<file path="config.mk">
export PLATFORM = sky130hd
export DESIGN_NAME = sync_fifo_param
export DESIGN_NICKNAME = d
export VERILOG_FILES = /design/src/rtl/fifo_pkg.sv /design/src/rtl/fifo_ram.sv /design/src/rtl/sync_fifo_param.sv
export SDC_FILE = /design/constraint.sdc
export NUM_CORES = 1
export LEC_CHECK = 0
export BUFFER_PORTS_ARGS = -buffer_cell sky130_fd_sc_hd__buf_2
export CAP_MARGIN = 15
export CORE_MARGIN = 5
export CORE_UTILIZATION = 35
export DETAILED_ROUTE_END_ITERATION = 12
export GPL_ROUTABILITY_DRIVEN = 0
export GPL_TIMING_DRIVEN = 0
export SLEW_MARGIN = 15
export SYNTH_ARGS = -nofsm -noshare
export SYNTH_HDL_FRONTEND = slang
export SYNTH_HIERARCHICAL = 1
export SYNTH_SLANG_ARGS = --single-unit
</file>
<file path="constraint.sdc">
create_clock -name clk -period 7.5 [get_ports clk]
set_input_delay 0.375 -clock clk [delete_from_list [all_inputs] [get_ports clk]]
set_output_delay 0.375 -clock clk [all_outputs]
set_load 0.02 [all_outputs]
</file>
<file path="src/rtl/fifo_pkg.sv">
// Shared constants and helpers for the parametrised single-clock FIFO and the
// UART byte buffers that instantiate it.
package fifo_pkg;

    localparam int DEFAULT_WIDTH = 8;
    localparam int DEFAULT_DEPTH = 16;

    localparam int FIFO_MODE_REG  = 0;
    localparam int FIFO_MODE_FWFT = 1;

    // Pointer width; a one-entry array would still need a one-bit address.
    function automatic int ptr_width(input int depth);
        return (depth > 1) ? $clog2(depth) : 1;
    endfunction

endpackage

</file>
<file path="src/rtl/fifo_ram.sv">
// Simple dual-port register array: one synchronous write port, one
// asynchronous read port. Kept separate so it can later move to block RAM.
module fifo_ram
    import fifo_pkg::*;
#(
    parameter int WIDTH = DEFAULT_WIDTH,
    parameter int DEPTH = DEFAULT_DEPTH
) (
    input  logic                        clk,
    input  logic                        we,
    input  logic [ptr_width(DEPTH)-1:0] waddr,
    input  logic [WIDTH-1:0]            wdata,
    input  logic [ptr_width(DEPTH)-1:0] raddr,
    output logic [WIDTH-1:0]            rdata
);

    logic [WIDTH-1:0] mem [DEPTH];

    // NOTE: the array has no reset on purpose; resetting it would prevent RAM inference.
    always_ff @(posedge clk) begin
        if (we) begin
            mem[waddr] <= wdata;
        end
    end

    assign rdata = mem[raddr];

endmodule

</file>
<file path="src/rtl/sync_fifo_param.sv">
// Parametrised single-clock FIFO with occupancy count, threshold flags,
// flush, sticky error flags and registered or first-word-fall-through reads.
module sync_fifo_param
    import fifo_pkg::*;
#(
    parameter int WIDTH     = DEFAULT_WIDTH,
    parameter int DEPTH     = DEFAULT_DEPTH,
    parameter int FWFT      = FIFO_MODE_REG,
    parameter int AF_MARGIN = 2,
    parameter int AE_MARGIN = 2
) (
    input  logic                        clk,
    input  logic                        rst,
    input  logic                        push,
    input  logic [WIDTH-1:0]            push_data,
    input  logic                        pop,
    output logic [WIDTH-1:0]            pop_data,
    input  logic                        flush,
    input  logic                        clear_err,
    output logic                        full,
    output logic                        empty,
    output logic                        almost_full,
    output logic                        almost_empty,
    output logic [ptr_width(DEPTH):0]   count,
    output logic                        overflow,
    output logic                        underflow
);

    localparam int AW = ptr_width(DEPTH);
    localparam int CW = AW + 1;

    if ((DEPTH < 2) || ((DEPTH & (DEPTH - 1)) != 0)) begin : g_bad_depth
        $fatal(1, "sync_fifo_param: DEPTH must be a power of two >= 2");
    end
    if (AF_MARGIN >= DEPTH) begin : g_bad_af
        $fatal(1, "sync_fifo_param: AF_MARGIN must be less than DEPTH");
    end
    if (AE_MARGIN >= DEPTH) begin : g_bad_ae
        $fatal(1, "sync_fifo_param: AE_MARGIN must be less than DEPTH");
    end

    logic [AW-1:0]    wr_ptr;
    logic [AW-1:0]    rd_ptr;
    logic [WIDTH-1:0] ram_rdata;
    logic             push_acc;
    logic             pop_acc;

    // Flush overrides both requests, so it is folded into acceptance here.
    assign push_acc = push && !full  && !flush;
    assign pop_acc  = pop  && !empty && !flush;

    fifo_ram #(
        .WIDTH (WIDTH),
        .DEPTH (DEPTH)
    ) u_ram (
        .clk   (clk),
        .we    (push_acc),
        .waddr (wr_ptr),
        .wdata (push_data),
        .raddr (rd_ptr),
        .rdata (ram_rdata)
    );

    // NOTE: sequential state uses non-blocking assignments so every register samples pre-edge values.
    always_ff @(posedge clk) begin
        if (rst || flush) begin
            wr_ptr <= '0;
            rd_ptr <= '0;
            count  <= '0;
        end else begin
            if (push_acc) wr_ptr <= wr_ptr + AW'(1);
            if (pop_acc)  rd_ptr <= rd_ptr + AW'(1);
            case ({push_acc, pop_acc})
                2'b10:   count <= count + CW'(1);
                2'b01:   count <= count - CW'(1);
                default: count <= count;
            endcase
        end
    end

    // A new error in the same cycle as clear_err keeps the flag set.
    always_ff @(posedge clk) begin
        if (rst) begin
            overflow  <= 1'b0;
            underflow <= 1'b0;
        end else begin
            if (push && full && !flush) overflow <= 1'b1;
            else if (clear_err)         overflow <= 1'b0;

            if (pop && empty && !flush) underflow <= 1'b1;
            else if (clear_err)         underflow <= 1'b0;
        end
    end

    assign full         = (count == CW'(DEPTH));
    assign empty        = (count == '0);
    assign almost_full  = (count >= CW'(DEPTH - AF_MARGIN));
    assign almost_empty = (count <= CW'(AE_MARGIN));

    if (FWFT == FIFO_MODE_FWFT) begin : g_fwft
        assign pop_data = ram_rdata;
    end else begin : g_reg
        logic [WIDTH-1:0] pop_q;

        always_ff @(posedge clk) begin
            if (rst) begin
                pop_q <= '0;
            end else if (pop_acc) begin
                pop_q <= ram_rdata;
            end
        end

        assign pop_data = pop_q;
    end

endmodule
</file>
### Yosys cells after proc, flatten, opt, wreduce, memory -nomap -nowiden

Memories as Yosys holds them, arrays and structs flattened. A register that Yosys moved wholly into a read port is not among the register bits.
Index checks and enable logic that the tools add are counted.

* $mul: 0
* shifts and indexed selects: 0
* add/subtract/negate cells: 4
* magnitude comparators: 2
* mux-type cells: 6
* bitwise gates (word level): 0
* eq/ne operators: 3
* divide/modulo/power cells: 0
* reductions and logical operators: 16

Operators with widths (count)
* $pmux 5 s2: 1
* $add 4x1->4 const B: 2
* $logic_and 1x1->1: 8
* $reduce_bool 2->1: 3
* $add 5x1->5 const B: 1
* $eq 5x5->1 const B: 1
* $ge 5x4->1 const B: 1
* $le 5x2->1 const B: 1
* $logic_not 5->1: 1
* $mux 1: 5
* $sub 5x1->5 const B: 1
* $logic_not 1->1: 3
* $eq 2x1->1 const B: 1
* $eq 2x2->1 const B: 1
* $logic_or 1x1->1: 1

* word-level logic and storage cells: 37
* memories kept: 1
* bits in writable memories: 128
* output and inout bits: 19
* input bits: 14
* bits in latches: 0
* bits in registers: 15
* memory bits (read-only): 0

Memory list
* u_ram.mem: depth 16, bits a word 8, rd ports 1, clocked after Yosys merged registers in 1, write ports 1, line fifo_ram.sv:17 `logic [WIDTH-1:0] mem [DEPTH];`

### Depth between registers and ports, before layout

Gate-level depths: netlist of run 1.

* word-level depth: 6
* mapped depth: 10
* gate-level depth less buffers: 9

### Cells and area by module

The synthesis of run 1 kept the hierarchy.

By module, submodules not included
* fifo_ram: times used 1, cells an instance 221, sequential area each 3843.7 sq um, area each 4987.3 sq um
* sync_fifo_param: times used 1, cells an instance 121, sequential area each 460.4 sq um, area each 1128.6 sq um

### Worst setup path before layout of run 1

Ideal clock, no wire load.

* path type: register to register
* start point: reg count[0]
* end point: mem u_ram/mem[0][0] (netlist name) (enable)
* required time: 7.117 ns
* clock period less this slack: 2.827 ns
* library setup time: 0.383 ns
* arrival: 2.444 ns
* path buffers: 1
* cell stages (with the launch flop): 8
* setup slack: 4.673 ns
* cell sequence: dfxtp_1 > clkbuf_2 > nor4_1 > a21oi_1 > nand2b_1 > inv_1 > or3b_2 > nor3_1

* cells in the longest elaborated chain, start to end: 6

RTL lines
* start, declared: line sync_fifo_param.sv:24 `output logic [ptr_width(DEPTH):0] count,`
* start signal, assigned: line sync_fifo_param.sv:74 `2'b10: count <= count + CW'(1);`
* start signal, assigned: line sync_fifo_param.sv:75 `2'b01: count <= count - CW'(1);`
* start signal, assigned: line sync_fifo_param.sv:76 `default: count <= count;`
* $eq 5x5->1: line sync_fifo_param.sv:95 `assign full = (count == CW'(DEPTH));`
* $logic_not 1->1: line sync_fifo_param.sv:49 `assign push_acc = push && !full && !flush;`
* $logic_and 1x1->1 (2 in a row): line sync_fifo_param.sv:49
* via push_acc: line sync_fifo_param.sv:45 `logic push_acc;`
* $mux 1: line fifo_ram.sv:21 `if (we) begin`
* $mux 1 (implied by the code): line fifo_ram.sv:22 `mem[waddr] <= wdata;`
* end, declared: line fifo_ram.sv:17

The timed path passes the listed nets, and every way through them passes these cells.

### Worst setup path in the final report of run 1

* start point: reg count[0]
* end point: mem u_ram/mem[3][1] (netlist name) (enable)

Same word-level chain as after synthesis.

==> results of run 1 <==
-- power by group through the flow --
stage                     sequential [uW]  clock [uW]  combinational, uW
after floorplan                       936           0               21.3
after global placement                934           0               42.3
after detailed placement              935           0               44.4
after CTS                             917         949               44.5
after global routing                  917         998               48.8
final                                 917         932               44.0
-- logic make-up after synthesis --
kind of cell             Yosys count
AO/OA/AOI/OAI                     34
multiplexers                      44
flip-flops                       151
adder cells (fa/ha/maj)            7
AND/OR/NAND/NOR                   81
buffers and inverters             20
XOR/XNOR                           5
-- through the flow --
step	setup slack, ns	util, %	hold slack [ns]	cells
global route	4.32	42.1	0.233	634
finish	4.50	42.1	0.237	634
CTS	4.49	42.1	0.223	634
detailed placement	4.50	38.3	0.460	602
floorplan	4.67	-	0.472	342
global placement	4.06	38.0	0.459	599
-- sequential cells by signal, indices dropped and copies added, names as in the netlist --
signal,cells
wr_ptr,4
rd_ptr,4
overflow,1
underflow,1
u_ram/mem,128
count,5
pop_data,8
-- layout by cell type (no fill, tap or decap), drive strengths merged, types with 4 or more instances in the layout --
master	instances
edfxtp	128
dfxtp	23
nand2b	4
clkinv	4
nor3	6
nor2	36
xnor2	4
nand2	14
inv	8
a21oi	9
mux4	32
buf	44
bufinv	5
a22oi	16
clkbuf	22
nand3	5
mux2i	12
ha	6
-- worst max-delay path: stages, from the launching register on --
cell	delay, ns
dfxtp_1	0.37
clkbuf_2	0.21
nor4_1	0.10
a21oi_1	0.42
nand2b_1	0.17
inv_1	0.14
or3b_2	0.51
nor2_1	0.71
-- path summary, 6_finish.rpt --
path | to | startpoint | cells after the start
worst min register to register | underflow | underflow | 2
worst max register to register | u_ram/mem[3][1] | count[0] | 7
worst min-delay path | underflow | clear_err | 3
worst max-delay path | u_ram/mem[3][1] | count[0] | 7
-- cell type report --
| type | count | area, um^2 | share of cell area, % |
|---|---|---|---|
| repair buffers | 35 | 183 | 2.52 |
| clock buffers | 19 | 433 | 5.97 |
| inverters | 4 | 15.0 | 0.207 |
| well taps | 225 | 282 | 3.88 |
| multi-input cells | 171 | 1680 | 23.2 |
| flip-flops and latches | 151 | 4300 | 59.4 |
| plain buffers | 16 | 134 | 1.85 |
| clock inverters | 13 | 218 | 3.00 |
-- per-layer routing --
metal	routed length, um	GRT usage (%)	vias up
met5	0	0	-
li1	-	-	1487
met3	859	4.23	11
met2	5960	20.7	87
met4	115	3.33	0
met1	5540	18.3	1622
==> metrics.txt, run 1 <==
outcome complete, no violations; peak supply drop 0.173 mV; max_cap viols 0; clock power share 49.3%; H-tree levels 4; CP Class flop to flop; clock skew 0.00757 ns; layout filler cell count 1501; CP max FO 8; register share of total power 48.4%; Comb power frac 2.3%; top-count cell post-synth edfxtp_1; Reg clk slew, reported paths 0.06 ns; area post-placement 6600 um^2; Net Switching 367 uW; Primary FF master, synth edfxtp_1; Seq cells post-synth 151; Post-synth top cells 128 x edfxtp_1, 36 x nor2_1, 23 x dfxtp_1; Slew Limit Fails 0; Detailed Routing Iterations Pass 1 4; Ys Warns 6; Worst-Margin Slew 1.02 ns; largest cells by area after synthesis edfxtp_1 63%, dfxtp_1 7.5%, mux4_2 6.6%; # setup viols final 0; Post-DRT Antenna Nets 0; Clock Latency Late Sink 0.42 ns; Seq/Total Area, Yosys 70.4%; Finished Cell Area 7250 um^2; Hold Path Class primary input to flop; largest net degree at the start of global routing 17; CP required 7.54 ns; P&R area growth vs syn 18.6%; adder-cell share of the synthesized area 1.55%; nets@finish 417; mux cell area share after synthesis 14.6%; core area 17200 um^2; Buffers on Ports 32; clock root cell clkbuf_16; DRT Wirelength 12500 um; Die X 142 um; crit start category flop; post-synthesis compound-gate area fraction 3.93%; via count 3207; PwrDens 261 nW/um^2; first-pass GRT wire length 19700 um; Synth Area in Simple Gates 6.38%; Post-Synth XOR/XNOR Area 0.716%; Iter 0 DRT Violations 213; CTS Buf Count 17; Post-CTS Setup Bufs 0; DIE AREA 20200 um^2; Critical Path AT 3.04 ns; post-DP HPWL 8190 um; Yosys top cell area share 62.8%; Tcrit/Tclk final 40.0%; total negative slack 0 ns; wire per inst 19.7 um; overall power 1890 uW; post_cts resized 0; cell taking the most area after synthesis edfxtp_1; CTS max path bufs 2; vias per inst 5.06; largest family of logic cells by synthesized area multiplexers; Post-synth EDFFs 128; Syn Std Cell Area 6120 um^2; vias in the first global route 3350; row cnt 48; grt ovf 0; io pins 33; number of library cell types mapped by synthesis 45; initial core utilization 35.5%; fraction of layout cells with a size suffix above 1 26.4%; initial antenna violation count 0; hold buffers post-CTS 0; post-synthesis async set-or-reset flop share 0%; Setup crit end kind flop; Mean Syn Cell Area 17.9 um^2; Mapped Nets 363; RSZ-0062 raised after global routing false; minimum clock period 3.00 ns; Internal 1530 uW; drt drc 0; FF-to-FF setup slack 4.50 ns; clock sink count 151; Net Sw Frac 19.4%; Final Hold Viols 0; TritonCTS clock tree yes; Die Y 142 um; Slew headroom 31.7%; leakage power 0.00248 uW; Diodes inserted 0; Max Fclk 0.333 GHz; All-Layer GR Usage 13.3%; synthesized instance count 342
(Power assumes the default switching activity.)
==> run 2, diff against run 1 <==
clock period = 2.6 ns   (was 7.5 ns; I/O delays follow)
==> run 2 against run 1 <==
Net effect: utilization grew 0.080 points; critical path depth rose by 1; die area unchanged; worst setup slack worse by 4.3 ns; clock power grew to 2.5 times the previous value; final area increased by 0.19%; sequential share of layout area decreased by 0.11 points; maximum frequency increased by 25%; combinational power grew to 3.2 times the previous value; critical path type unchanged; largest cell class unchanged.
==> metrics.txt, run 2 (same netlist as run 1, synthesis figures left out) <==
Die Y 142 um (unchanged); R2R Path End u_ram/mem[0][0] (was u_ram/mem[3][1]); largest delay contributor family on the critical path simple AND/OR/NAND/NOR gates (unchanged); WP buf/inv 3 (was 2); core area 17200 um^2 (unchanged); min-delay src rst (was clear_err); leakage power 0.00245 uW (was 0.00248 uW); Reg clk slew, reported paths 0.06 ns (about the same); drt drc 0 (unchanged); outcome complete, no violations (unchanged); first-pass GRT wire length 19300 um (was 19700 um); Tcrit/Tclk final 92.6% (was 40.0%); DIE AREA 20200 um^2 (unchanged); clock root cell clkbuf_16 (unchanged); Worst-Margin Slew 0.859 ns (was 1.02 ns); Detailed Routing Iterations Pass 1 4 (unchanged); Die X 142 um (unchanged); initial core utilization 35.5% (unchanged); PwrDens 708 nW/um^2 (was 261 nW/um^2); total negative slack 0 ns (unchanged); All-Layer GR Usage 13.0% (was 13.3%); Hold Path Class primary input to flop (unchanged); FF-to-FF setup slack 0.19 ns (was 4.50 ns); Slew Limit Fails 0 (unchanged); max reg flops 128 (unchanged); Final Hold Viols 0 (unchanged); row cnt 48 (unchanged); clock skew 0.0102 ns (was 0.00757 ns); hold slack 0.0438 ns (was 0.237 ns); peak supply drop 0.611 mV (was 0.173 mV); RSZ-0062 raised after global routing false (unchanged); CP Class flop to flop (unchanged); Clock Latency Late Sink 0.42 ns (about the same); nets@finish 419 (was 417); CTS max path bufs 2 (unchanged); # setup viols final 0 (unchanged); max_cap viols 0 (unchanged); minimum clock period 2.41 ns (was 3.00 ns); largest net degree at the start of global routing 17 (unchanged); commonest non-fill, non-tap cell in the layout edfxtp_1 (unchanged); vias in the first global route 3304 (was 3350); cells on worst reg2reg path 8 (was 7); initial antenna violation count 0 (unchanged); Cell Chain, Critical Path clkbuf_2, nor4_2, a21oi_2, nand2b_1, inv_1, or3b_2, nor3_4, buf_12 (was clkbuf_2, nor4_1, a21oi_1, nand2b_1, inv_1, or3b_2, nor2_1); layout filler cell count 1515 (was 1501); Slew headroom 42.4% (was 31.7%); worst hold stages 3 (unchanged); slowest stage delay, CP 0.58 ns (was 0.71 ns); Final Core Density 42.1% (about the same); Diodes inserted 0 (unchanged); wire per inst 19.7 um (about the same); Critical Path AT 2.53 ns (was 3.04 ns); crit start category flop (unchanged); commonest cells after routing, fill and taps aside 128 x edfxtp_1, 35 x buf_2, 27 x nor2_1 (was 128 x edfxtp_1, 36 x nor2_1, 35 x buf_2); Post-DRT Antenna Nets 0 (unchanged); P&R area growth vs syn 18.8% (was 18.6%); clock sink count 151 (unchanged); Buffers on Ports 32 (unchanged); Worst Hold Path EP rd_ptr[3] (was underflow); DRT Wirelength 12600 um (was 12500 um); Max Fclk 0.415 GHz (was 0.333 GHz); Largest Register u_ram/mem (unchanged); grt ovf 0 (unchanged); CP required 2.73 ns (was 7.54 ns); fraction of layout cells with a size suffix above 1 29.7% (was 26.4%); CTS Buf Count 17 (unchanged); via count 3260 (was 3207); Iter 0 DRT Violations 213 (unchanged); TritonCTS clock tree yes (unchanged); io pins 33 (unchanged); H-tree levels 4 (unchanged); Slowest-stage cell, CP or3b_2 (was nor2_1); worst r2r src count[0] (unchanged); CP max FO 7 (was 8); post-DP HPWL 8120 um (was 8190 um); Setup crit end kind flop (unchanged); vias per inst 5.13 (was 5.06)
[run 2: changes by cell type in the layout (fill, tap and decap cells not counted), sizes merged]
cell         delta
clkinv          +1
buf             +1
inv             +2
bufinv          -4
clkinvlp        +3
clkbuf          -2
dlygate4sd3     +1
[run 2: layout make-up]
class,count,area [um^2],area share (%)
Tap cell,225,282,3.88
Clock inverter,15,145,2.00
Multi-Input combinational cell,171,1750,24.0
Timing Repair Buffer,37,213,2.93
Inverter,4,15.0,0.207
Clock buffer,17,425,5.86
Buffer,16,134,1.84
Sequential cell,151,4300,59.2
[run 2: what timing repair did]
action | CTS | global route
hold buffers | 1 | 0
endpoints found under the setup margin | 126 | 94
gates resized for setup | 13 | 4
hold endpoints to repair | 2 | 0
pin swaps | 1 | 1
buffers inserted | 2 | 1
[run 2: per-layer routing]
metal  vias up  track usage (%)  routed length (um)
li1       1488                -                   -
met1      1667             18.3                5690
met2        96             19.8                5950
met3         9             3.93                 785
met4         0             3.54                 128
met5         -                0                   0
[run 2: metrics by stage]
stage / area, um^2 / instances / total power [uW] / setup slack (ns)
2_1_floorplan: 6120 / 342 / 2760 / -0.000104
3_3_place_gp: 6560 / 599 / 2820 / -0.613
3_5_place_dp: 6590 / 600 / 2820 / -0.468
4_1_cts: 7240 / 635 / 5190 / 0.0381
5_1_grt: 7260 / 636 / 5320 / 0.0108
6_report: 7260 / 636 / 5140 / 0.192
[run 2: power by group]
group | switching (uW) | internal (uW) | total [uW]
clock network | 1020 | 1340 | 2360
logic | 88.5 | 51.8 | 140
registers | 8.60 | 2640 | 2640
[run 2: worst max path at each step]
stage             start  depth (start not counted)  slack (ns)          endpoint
4_1_cts        count[0]                          7        0.04   u_ram/mem[9][2]
5_1_grt        count[0]                          7        0.01  u_ram/mem[12][0]
3_5_place_dp   count[0]                          7       -0.47   u_ram/mem[1][4]
6_report       count[0]                          8        0.19   u_ram/mem[0][0]
3_3_place_gp   count[0]                          7       -0.61   u_ram/mem[4][4]
2_1_floorplan  count[0]                          7     -0.0001   u_ram/mem[2][0]
[run 2: worst register-to-register path: stages, from the launching register on]
cell and delay [ns]:
dfxtp_1 0.37, clkbuf_2 0.22, nor4_2 0.09, a21oi_2 0.19, nand2b_1 0.11, inv_1 0.12
or3b_2 0.58, nor3_4 0.28, buf_12 0.16
